## src/rtl/unidade_controle_rodadas_if.sv

```systemverilog
// unidade_controle_rodadas_if: game-control bus between the round controller and its datapath/test driver
//   Parameter N_JOGADAS sets the address/round width W = $clog2(N_JOGADAS).
//   Driver -> controller : iniciar, modo_exibe, jogada, igual
//   Controller -> driver : endereco[W], rodada[W], zeraR, registraR, exibe_led,
//                          pronto, acertou, errou, timeout, db_estado[4]
//   Modports: master (driver side), slave (controller side).
interface unidade_controle_rodadas_if #(
   parameter int N_JOGADAS = 16
);
   localparam int W = $clog2(N_JOGADAS);
   logic         iniciar;
   logic         modo_exibe;
   logic         jogada;
   logic         igual;
   logic [W-1:0] endereco;
   logic [W-1:0] rodada;
   logic         zeraR;
   logic         registraR;
   logic         exibe_led;
   logic         pronto;
   logic         acertou;
   logic         errou;
   logic         timeout;
   logic [3:0]   db_estado;
   modport master (
      output iniciar, modo_exibe, jogada, igual,
      input  endereco, rodada, zeraR, registraR, exibe_led, pronto, acertou, errou, timeout, db_estado
   );
   modport slave (
      input  iniciar, modo_exibe, jogada, igual,
      output endereco, rodada, zeraR, registraR, exibe_led, pronto, acertou, errou, timeout, db_estado
   );
endinterface

```

## src/rtl/unidade_controle_rodadas.sv

```systemverilog
// unidade_controle_rodadas: Moore round controller for the sequence memory game
//   Ports: clock, reset (synchronous, active-high), uc (unidade_controle_rodadas_if.slave).
//   Owns the address, round and timer counters; optional show phase lights each stored
//   play before the player's turn; reports win, error or timeout.
//   Macro UC_TIMEOUT_EN: defined enables the per-play timeout; undefined makes
//   espera_jogada wait indefinitely and ties timeout to 0.
module unidade_controle_rodadas #(
   parameter int N_JOGADAS      = 16,
   parameter int TIMEOUT_CICLOS = 5000,
   parameter int EXIBE_CICLOS   = 1000
)(
   input logic                         clock,
   input logic                         reset,
   unidade_controle_rodadas_if.slave   uc
);
   localparam int W    = $clog2(N_JOGADAS);
   localparam int TMAX = TIMEOUT_CICLOS > EXIBE_CICLOS ? TIMEOUT_CICLOS : EXIBE_CICLOS;
   localparam int WT   = TMAX > 1 ? $clog2(TMAX) : 1;
   localparam logic [3:0] INICIAL        = 4'h0;
   localparam logic [3:0] PREPARACAO     = 4'h1;
   localparam logic [3:0] INICIA_RODADA  = 4'h2;
   localparam logic [3:0] ESPERA_JOGADA  = 4'h3;
   localparam logic [3:0] REGISTRA       = 4'h4;
   localparam logic [3:0] COMPARACAO     = 4'h5;
   localparam logic [3:0] PROXIMO        = 4'h6;
   localparam logic [3:0] ULTIMA_RODADA  = 4'h7;
   localparam logic [3:0] PROXIMA_RODADA = 4'h8;
   localparam logic [3:0] EXIBE          = 4'h9;
   localparam logic [3:0] FIM_ACERTOU    = 4'hA;
   localparam logic [3:0] EXIBE_PROX     = 4'hB;
   localparam logic [3:0] FIM_TIMEOUT    = 4'hC;
   localparam logic [3:0] FIM_ERROU      = 4'hE;
   logic [3:0]    estado_q, estado_d;
   logic [W-1:0]  endereco_q, endereco_d;
   logic [W-1:0]  rodada_q, rodada_d;
   logic [WT-1:0] timer_q, timer_d;
   logic          fim_exibe, fim_espera, ultimo_end, ultima_rod;
   assign fim_exibe  = timer_q == WT'(EXIBE_CICLOS - 1);
`ifdef UC_TIMEOUT_EN
   assign fim_espera = timer_q == WT'(TIMEOUT_CICLOS - 1);
`else
   assign fim_espera = 1'b0;
`endif
   assign ultimo_end = endereco_q == rodada_q;
   assign ultima_rod = rodada_q == W'(N_JOGADAS - 1);
   // Timer saturates at its terminal count; the state always leaves on that cycle anyway.
   always_comb begin
      estado_d   = estado_q;
      endereco_d = endereco_q;
      rodada_d   = rodada_q;
      timer_d    = timer_q;
      case (estado_q)
         INICIAL: estado_d = uc.iniciar ? PREPARACAO : INICIAL;
         PREPARACAO: begin
            rodada_d   = '0;
            endereco_d = '0;
            timer_d    = '0;
            estado_d   = INICIA_RODADA;
         end
         INICIA_RODADA: begin
            endereco_d = '0;
            timer_d    = '0;
            estado_d   = uc.modo_exibe ? EXIBE : ESPERA_JOGADA;
         end
         EXIBE: begin
            timer_d  = fim_exibe ? timer_q : timer_q + 1'b1;
            estado_d = fim_exibe ? EXIBE_PROX : EXIBE;
         end
         EXIBE_PROX: begin
            timer_d    = '0;
            endereco_d = ultimo_end ? '0 : endereco_q + 1'b1;
            estado_d   = ultimo_end ? ESPERA_JOGADA : EXIBE;
         end
         ESPERA_JOGADA: begin
`ifdef UC_TIMEOUT_EN
            timer_d  = fim_espera ? timer_q : timer_q + 1'b1;
`endif
            // A press on the terminal cycle still counts as a play.
            estado_d = uc.jogada ? REGISTRA : fim_espera ? FIM_TIMEOUT : ESPERA_JOGADA;
         end
         REGISTRA: estado_d = COMPARACAO;
         COMPARACAO: estado_d = !uc.igual ? FIM_ERROU : ultimo_end ? ULTIMA_RODADA : PROXIMO;
         PROXIMO: begin
            endereco_d = endereco_q + 1'b1;
            timer_d    = '0;
            estado_d   = ESPERA_JOGADA;
         end
         ULTIMA_RODADA: estado_d = ultima_rod ? FIM_ACERTOU : PROXIMA_RODADA;
         PROXIMA_RODADA: begin
            rodada_d = rodada_q + 1'b1;
            estado_d = INICIA_RODADA;
         end
         FIM_ERROU, FIM_ACERTOU, FIM_TIMEOUT: estado_d = uc.iniciar ? PREPARACAO : estado_q;
         default: estado_d = INICIAL;
      endcase
   end
   always_ff @(posedge clock) begin
      if (reset) begin
         estado_q   <= INICIAL;
         endereco_q <= '0;
         rodada_q   <= '0;
         timer_q    <= '0;
      end else begin
         estado_q   <= estado_d;
         endereco_q <= endereco_d;
         rodada_q   <= rodada_d;
         timer_q    <= timer_d;
      end
   end
   assign uc.endereco  = endereco_q;
   assign uc.rodada    = rodada_q;
   assign uc.zeraR     = estado_q == INICIAL || estado_q == PREPARACAO;
   assign uc.registraR = estado_q == REGISTRA;
   assign uc.exibe_led = estado_q == EXIBE;
   assign uc.pronto    = estado_q == FIM_ERROU || estado_q == FIM_ACERTOU || estado_q == FIM_TIMEOUT;
   assign uc.acertou   = estado_q == FIM_ACERTOU;
   assign uc.errou     = estado_q == FIM_ERROU;
`ifdef UC_TIMEOUT_EN
   assign uc.timeout   = estado_q == FIM_TIMEOUT;
`else
   assign uc.timeout   = 1'b0;
`endif
   // Only 0xD and 0xF are unused codes; both report F for their single cycle.
   assign uc.db_estado = estado_q == 4'hD ? 4'hF : estado_q;
endmodule
```

## src/flat_wrapper.sv

```systemverilog
// flat-port wrapper written by rule: the top's interface ports become plain ports
module unidade_controle_rodadas_flat 
#(
   parameter int N_JOGADAS      = 16,
   parameter int TIMEOUT_CICLOS = 5000,
   parameter int EXIBE_CICLOS   = 1000
)
  (clock, reset, uc_iniciar, uc_modo_exibe, uc_jogada, uc_igual, uc_endereco, uc_rodada, uc_zeraR, uc_registraR, uc_exibe_led, uc_pronto, uc_acertou, uc_errou, uc_timeout, uc_db_estado);
  unidade_controle_rodadas_if #(.N_JOGADAS(N_JOGADAS)) uc_i ();
  input logic clock;
  input logic reset;
  input wire logic [$bits(uc_i.iniciar)-1:0] uc_iniciar;
  input wire logic [$bits(uc_i.modo_exibe)-1:0] uc_modo_exibe;
  input wire logic [$bits(uc_i.jogada)-1:0] uc_jogada;
  input wire logic [$bits(uc_i.igual)-1:0] uc_igual;
  output wire logic [$bits(uc_i.endereco)-1:0] uc_endereco;
  output wire logic [$bits(uc_i.rodada)-1:0] uc_rodada;
  output wire logic [$bits(uc_i.zeraR)-1:0] uc_zeraR;
  output wire logic [$bits(uc_i.registraR)-1:0] uc_registraR;
  output wire logic [$bits(uc_i.exibe_led)-1:0] uc_exibe_led;
  output wire logic [$bits(uc_i.pronto)-1:0] uc_pronto;
  output wire logic [$bits(uc_i.acertou)-1:0] uc_acertou;
  output wire logic [$bits(uc_i.errou)-1:0] uc_errou;
  output wire logic [$bits(uc_i.timeout)-1:0] uc_timeout;
  output wire logic [$bits(uc_i.db_estado)-1:0] uc_db_estado;
  assign uc_i.iniciar = uc_iniciar;
  assign uc_i.modo_exibe = uc_modo_exibe;
  assign uc_i.jogada = uc_jogada;
  assign uc_i.igual = uc_igual;
  assign uc_endereco = uc_i.endereco;
  assign uc_rodada = uc_i.rodada;
  assign uc_zeraR = uc_i.zeraR;
  assign uc_registraR = uc_i.registraR;
  assign uc_exibe_led = uc_i.exibe_led;
  assign uc_pronto = uc_i.pronto;
  assign uc_acertou = uc_i.acertou;
  assign uc_errou = uc_i.errou;
  assign uc_timeout = uc_i.timeout;
  assign uc_db_estado = uc_i.db_estado;
  unidade_controle_rodadas #(.N_JOGADAS(N_JOGADAS), .TIMEOUT_CICLOS(TIMEOUT_CICLOS), .EXIBE_CICLOS(EXIBE_CICLOS)) u_core (.clock(clock), .reset(reset), .uc(uc_i));
endmodule
```

## config.mk

```make
export PLATFORM = sky130hd
export DESIGN_NAME = unidade_controle_rodadas_flat
export DESIGN_NICKNAME = d
export VERILOG_FILES = /design/src/rtl/unidade_controle_rodadas_if.sv /design/src/rtl/unidade_controle_rodadas.sv /design/src/flat_wrapper.sv
export SDC_FILE = /design/constraint.sdc
export NUM_CORES = 1
export LEC_CHECK = 0
export BUFFER_PORTS_ARGS = -buffer_cell sky130_fd_sc_hd__buf_2
export CORE_ASPECT_RATIO = 0.6
export CORE_MARGIN = 2
export CORE_UTILIZATION = 50
export CTS_BUF_LIST = sky130_fd_sc_hd__clkbuf_16
export DETAILED_ROUTE_END_ITERATION = 6
export PLACE_DENSITY = 0.74
export SYNTH_ARGS = -nofsm -noshare
export SYNTH_HDL_FRONTEND = slang
export SYNTH_SLANG_ARGS = --single-unit
```

## constraint.sdc

```tcl
create_clock -name clock -period 1.55 [get_ports clock]
set_input_delay 0 -clock clock [delete_from_list [all_inputs] [get_ports clock]]
set_output_delay 0 -clock clock [all_outputs]
set_load 0.1 [all_outputs]
```

==> impl_summary.md <==
Setup path
The required time reported for the critical path endpoint is between 1500 and 2000 ps. For the worst setup path, the data arrival time is 1510 ps. The worst setup path category is reg2out.

On the critical path the largest part of the delay comes from buffers and inverters. The depth of the worst register-to-register path is 5. The sort of element at the end of the critical path is an output pin. In this run the worst path has a maximum fanout of 14. The number of buffer and inverter stages on the critical path is 4. In this run the number of cells on the critical path is 6.

The register-to-register setup slack is 70 ps. The startpoint kind of the worst setup timing path is a register. Walking the worst path, the cells encountered are buf_8 -> inv_2 -> buf_4 -> nand2_2 -> nor3_4 -> buf_12. The highest-delay cell along the critical path is dfxtp_4. For this run, the slowest stage of the critical path takes 370 ps.

Detailed routing
The first-pass iteration count of the detailed router is 4. The remaining number of nets flagged by the antenna check after routing is 0. After detailed routing, the number of vias per cell comes to 5.66.

The routed design has a little over 4 mm of wire. The routed wire length per instance is 15.3 microns. The detailed router finished its first iteration with 137 violations. The number of vias in the routed layout is roughly 1500. For this run, design rule violations remaining after detail routing come to 0.

Pwr
IR analysis of the VDD net gives a maximum drop of 1.33 mV. The analysis attributes to net switching a power of 1.73 mW. The completed layout was analyzed and its total power is 3.62 mW. Internal power comes to 1.90 mW. The sequential share of power is a little under a quarter.

The switching power as a share of total power is 47.7%. Combinational cells account for 60.8% of the total power. Of the total power, the clock network draws about 16%.

The reported leakage power is 0.853 nW. For this design the ratio of total power to cell area is roughly 1700 nW/um^2.

Yosys
During synthesis, Yosys emitted a total of 0 warnings. Counting every net in the synthesized netlist gives just over 200. After synthesis, flip-flops and latches occupy roughly a third of the total area. The post-synthesis async set-or-reset flop share is 0%. The synthesized netlist devotes 30.0% of its cell area to simple gates.

The average cell area after synthesis is 7.86 sq um. Summing every instance area after synthesis gives 1520 sq um. The adder and majority cell fraction of the synthesized area is 2.48%.

The post-synthesis mux area share is 1.32%. The number of distinct library cells after synthesis is 46. After synthesis, the largest family of logic cells by area is simple AND/OR/NAND/NOR gates.

The number of enable-type register cells in the synthesized netlist is 0. The flop and latch count out of synthesis is 25. The synthesized netlist devotes 15.5% of its cell area to compound gates. Synthesis produced a netlist whose cell count is between 150 and 200. The most used flip-flop cell after synthesis is dfxtp_1. The xor-xnor portion of the synthesized cell area is 10.4%.

Die
The total I/O pin count is 25. The standard-cell row count is 15. The die covers 3500 sq um. The width of the chip is about 75 microns. The area inside the core boundary is 2870 sq um.

The starting density of the core is a little over half. The die height is between 40 and 50 microns.

Finish
The final net count is 237. The fraction of layout instances using a drive strength above 1 is 35.7%. The library cells used most frequently in the layout, excluding fill and tap cells, are nor2_1, buf_4, buf_2.

The repair_antennas step left the layout with diodes totalling 0. The number of filler instances in the final layout is 221. The most common cell after layout, fill and taps aside is nor2_1. The area growth from synthesis to layout is 38.0%.

Timing
For this run, the top clock speed supported by timing is 664 MHz. Setup violations remaining at the end of the flow were counted as 0. After routing, the total negative slack on setup checks comes to 0 ps. The worst clock skew is 3.02 ps. The worst hold margin is 43.7 ps. Dividing the final minimum period by the clock period gives 97.1%.

The final number of hold-violating endpoints is 0. The final critical delay including setup and external delays is 1510 ps. The number of slew-limit violations in the final report is 0.

Hold path
Along the worst hold path, the cell count comes to 3. The worst hold path belongs to the class in2reg.

CTS
The clock root buffer is clkbuf_16. The CTS tree is done. The clock net sink count is 25. The clock latency on the worst-skew pair is 260 ps.

TritonCTS created 3 clock buffers. The clock passes through at most 2 buffers. In this run the number of H-tree levels came out at 1. The clock-pin slew on the worst setup and hold paths is 60 ps.

Placement
The number of buffer cells added on primary ports is 23. At the end of routability-driven placement, the weighted congestion stood at 0.992. The estimated wirelength of the detail-placed design is ~3.1 mm.

Outcome
The run finished with clean final reports.

Global routing
The overall fraction of global-route tracks in use is 25.4%. The initial antenna violation count is 0. The sum of overflow across all layers after global routing is 0. The first-pass GRT wire length is roughly 6.5 mm. The via count of the first global-routing pass is approximately 1300. Entering global routing, the biggest net connects 21 pins.

Job
Across the run, the number of max-cap violations was 0.
-- layer usage --
layer  wire length, microns  vias to the layer above  GRT usage (%)
met1                   2000                      708           36.9
met3                    276                       10           5.91
met4                     70                        0           7.86
met2                   1770                       55           37.2
li1                       -                      750              -
met5                      0                        -              0
-- worst paths after layout --
path / start / to
worst min-delay path: uc_jogada / u_core.estado_q[2]
worst max register to register: u_core.timer_q[0] / u_core.timer_q[2]
worst max-delay path: u_core.estado_q[0] / uc_registraR
worst min register to register: u_core.uc.rodada[3] / u_core.uc.rodada[3]
-- power by group through the flow --
stage / Sequential, mW / Combinational, mW / Clock (mW)
final: 0.846 / 2.20 / 0.574
after global routing: 0.854 / 2.32 / 0.614
after CTS: 0.814 / 2.10 / 0.587
after detailed placement: 0.826 / 2.09 / 0
after global placement: 0.814 / 2.04 / 0
after floorplan: 0.972 / 1.32 / 0
-- what timing repair did --
| item | CTS | global route |
|---|---|---|
| pin swaps | 1 | 2 |
| setup endpoints to repair | 6 | 20 |
| hold endpoints to repair | 0 | 0 |
| hold buffers | 0 | 0 |
| resized for setup | 2 | 18 |
| buffers inserted | 0 | 0 |
-- through the flow --
stage / worst slack [ps] / instance area, sq um / instances / util (%)
2_1_floorplan: -252 / 1580 / 193 / -
3_3_place_gp: 65.9 / 1950 / 265 / 67.8
3_5_place_dp: -25.3 / 1950 / 265 / 67.8
4_1_cts: -36.4 / 2030 / 269 / 70.8
5_1_grt: -0.478 / 2090 / 269 / 72.9
6_report: 44.9 / 2090 / 269 / 72.9
-- state kept, by name (all words and copies together), names as in the netlist --
name and count:
u_core.estado_q 4, u_core.timer_q 13, u_core.uc.endereco 4, u_core.uc.rodada 4
-- area by class of cell --
type / count / area [sq um] / area share, %
Timing Repair Buffer: 45 / 424 / 20.3
Multi-Input combinational cell: 148 / 996 / 47.6
Sequential cell: 25 / 520 / 24.9
Tap cell: 42 / 52.6 / 2.51
Clock buffer: 3 / 75.1 / 3.59
Clock inverter: 1 / 5.00 / 0.239
Inverter: 5 / 18.8 / 0.897
-- synth_stat cells (2+ instances only) --
cell / count / share of area, %
a21o_1: 2 / 0.99
a21oi_1: 7 / 2.3
a221oi_1: 2 / 1.2
and3_1: 3 / 1.2
buf_2: 2 / 0.66
buf_4: 2 / 0.99
buf_6: 3 / 2.2
clkbuf_1: 8 / 2.0
dfxtp_1: 25 / 33
ha_1: 3 / 2.5
inv_1: 5 / 1.2
mux2i_1: 2 / 1.3
nand2_1: 16 / 4.0
nand2b_1: 3 / 1.2
nand3_1: 10 / 3.3
nand4_1: 9 / 3.7
nor2_1: 29 / 7.2
nor3_1: 11 / 3.6
nor3b_1: 2 / 0.99
o21ai_0: 7 / 2.3
xnor2_1: 5 / 2.9
xor2_1: 13 / 7.5
-- cell families after synthesis --
group                    after synthesis
buffers and inverters                 20
other                                  1
XOR/XNOR                              18
adder cells (fa/ha/maj)                3
flip-flops                            25
AO/OA/AOI/OAI                         32
multiplexers                           2
AND/OR/NAND/NOR                       92
-- tightest hold or removal path, cell delays in order --
cell     delay (ps)
buf_2           120
nand3_1          70
a21oi_1          70
Note: power is estimated with default switching activity, not from simulation.
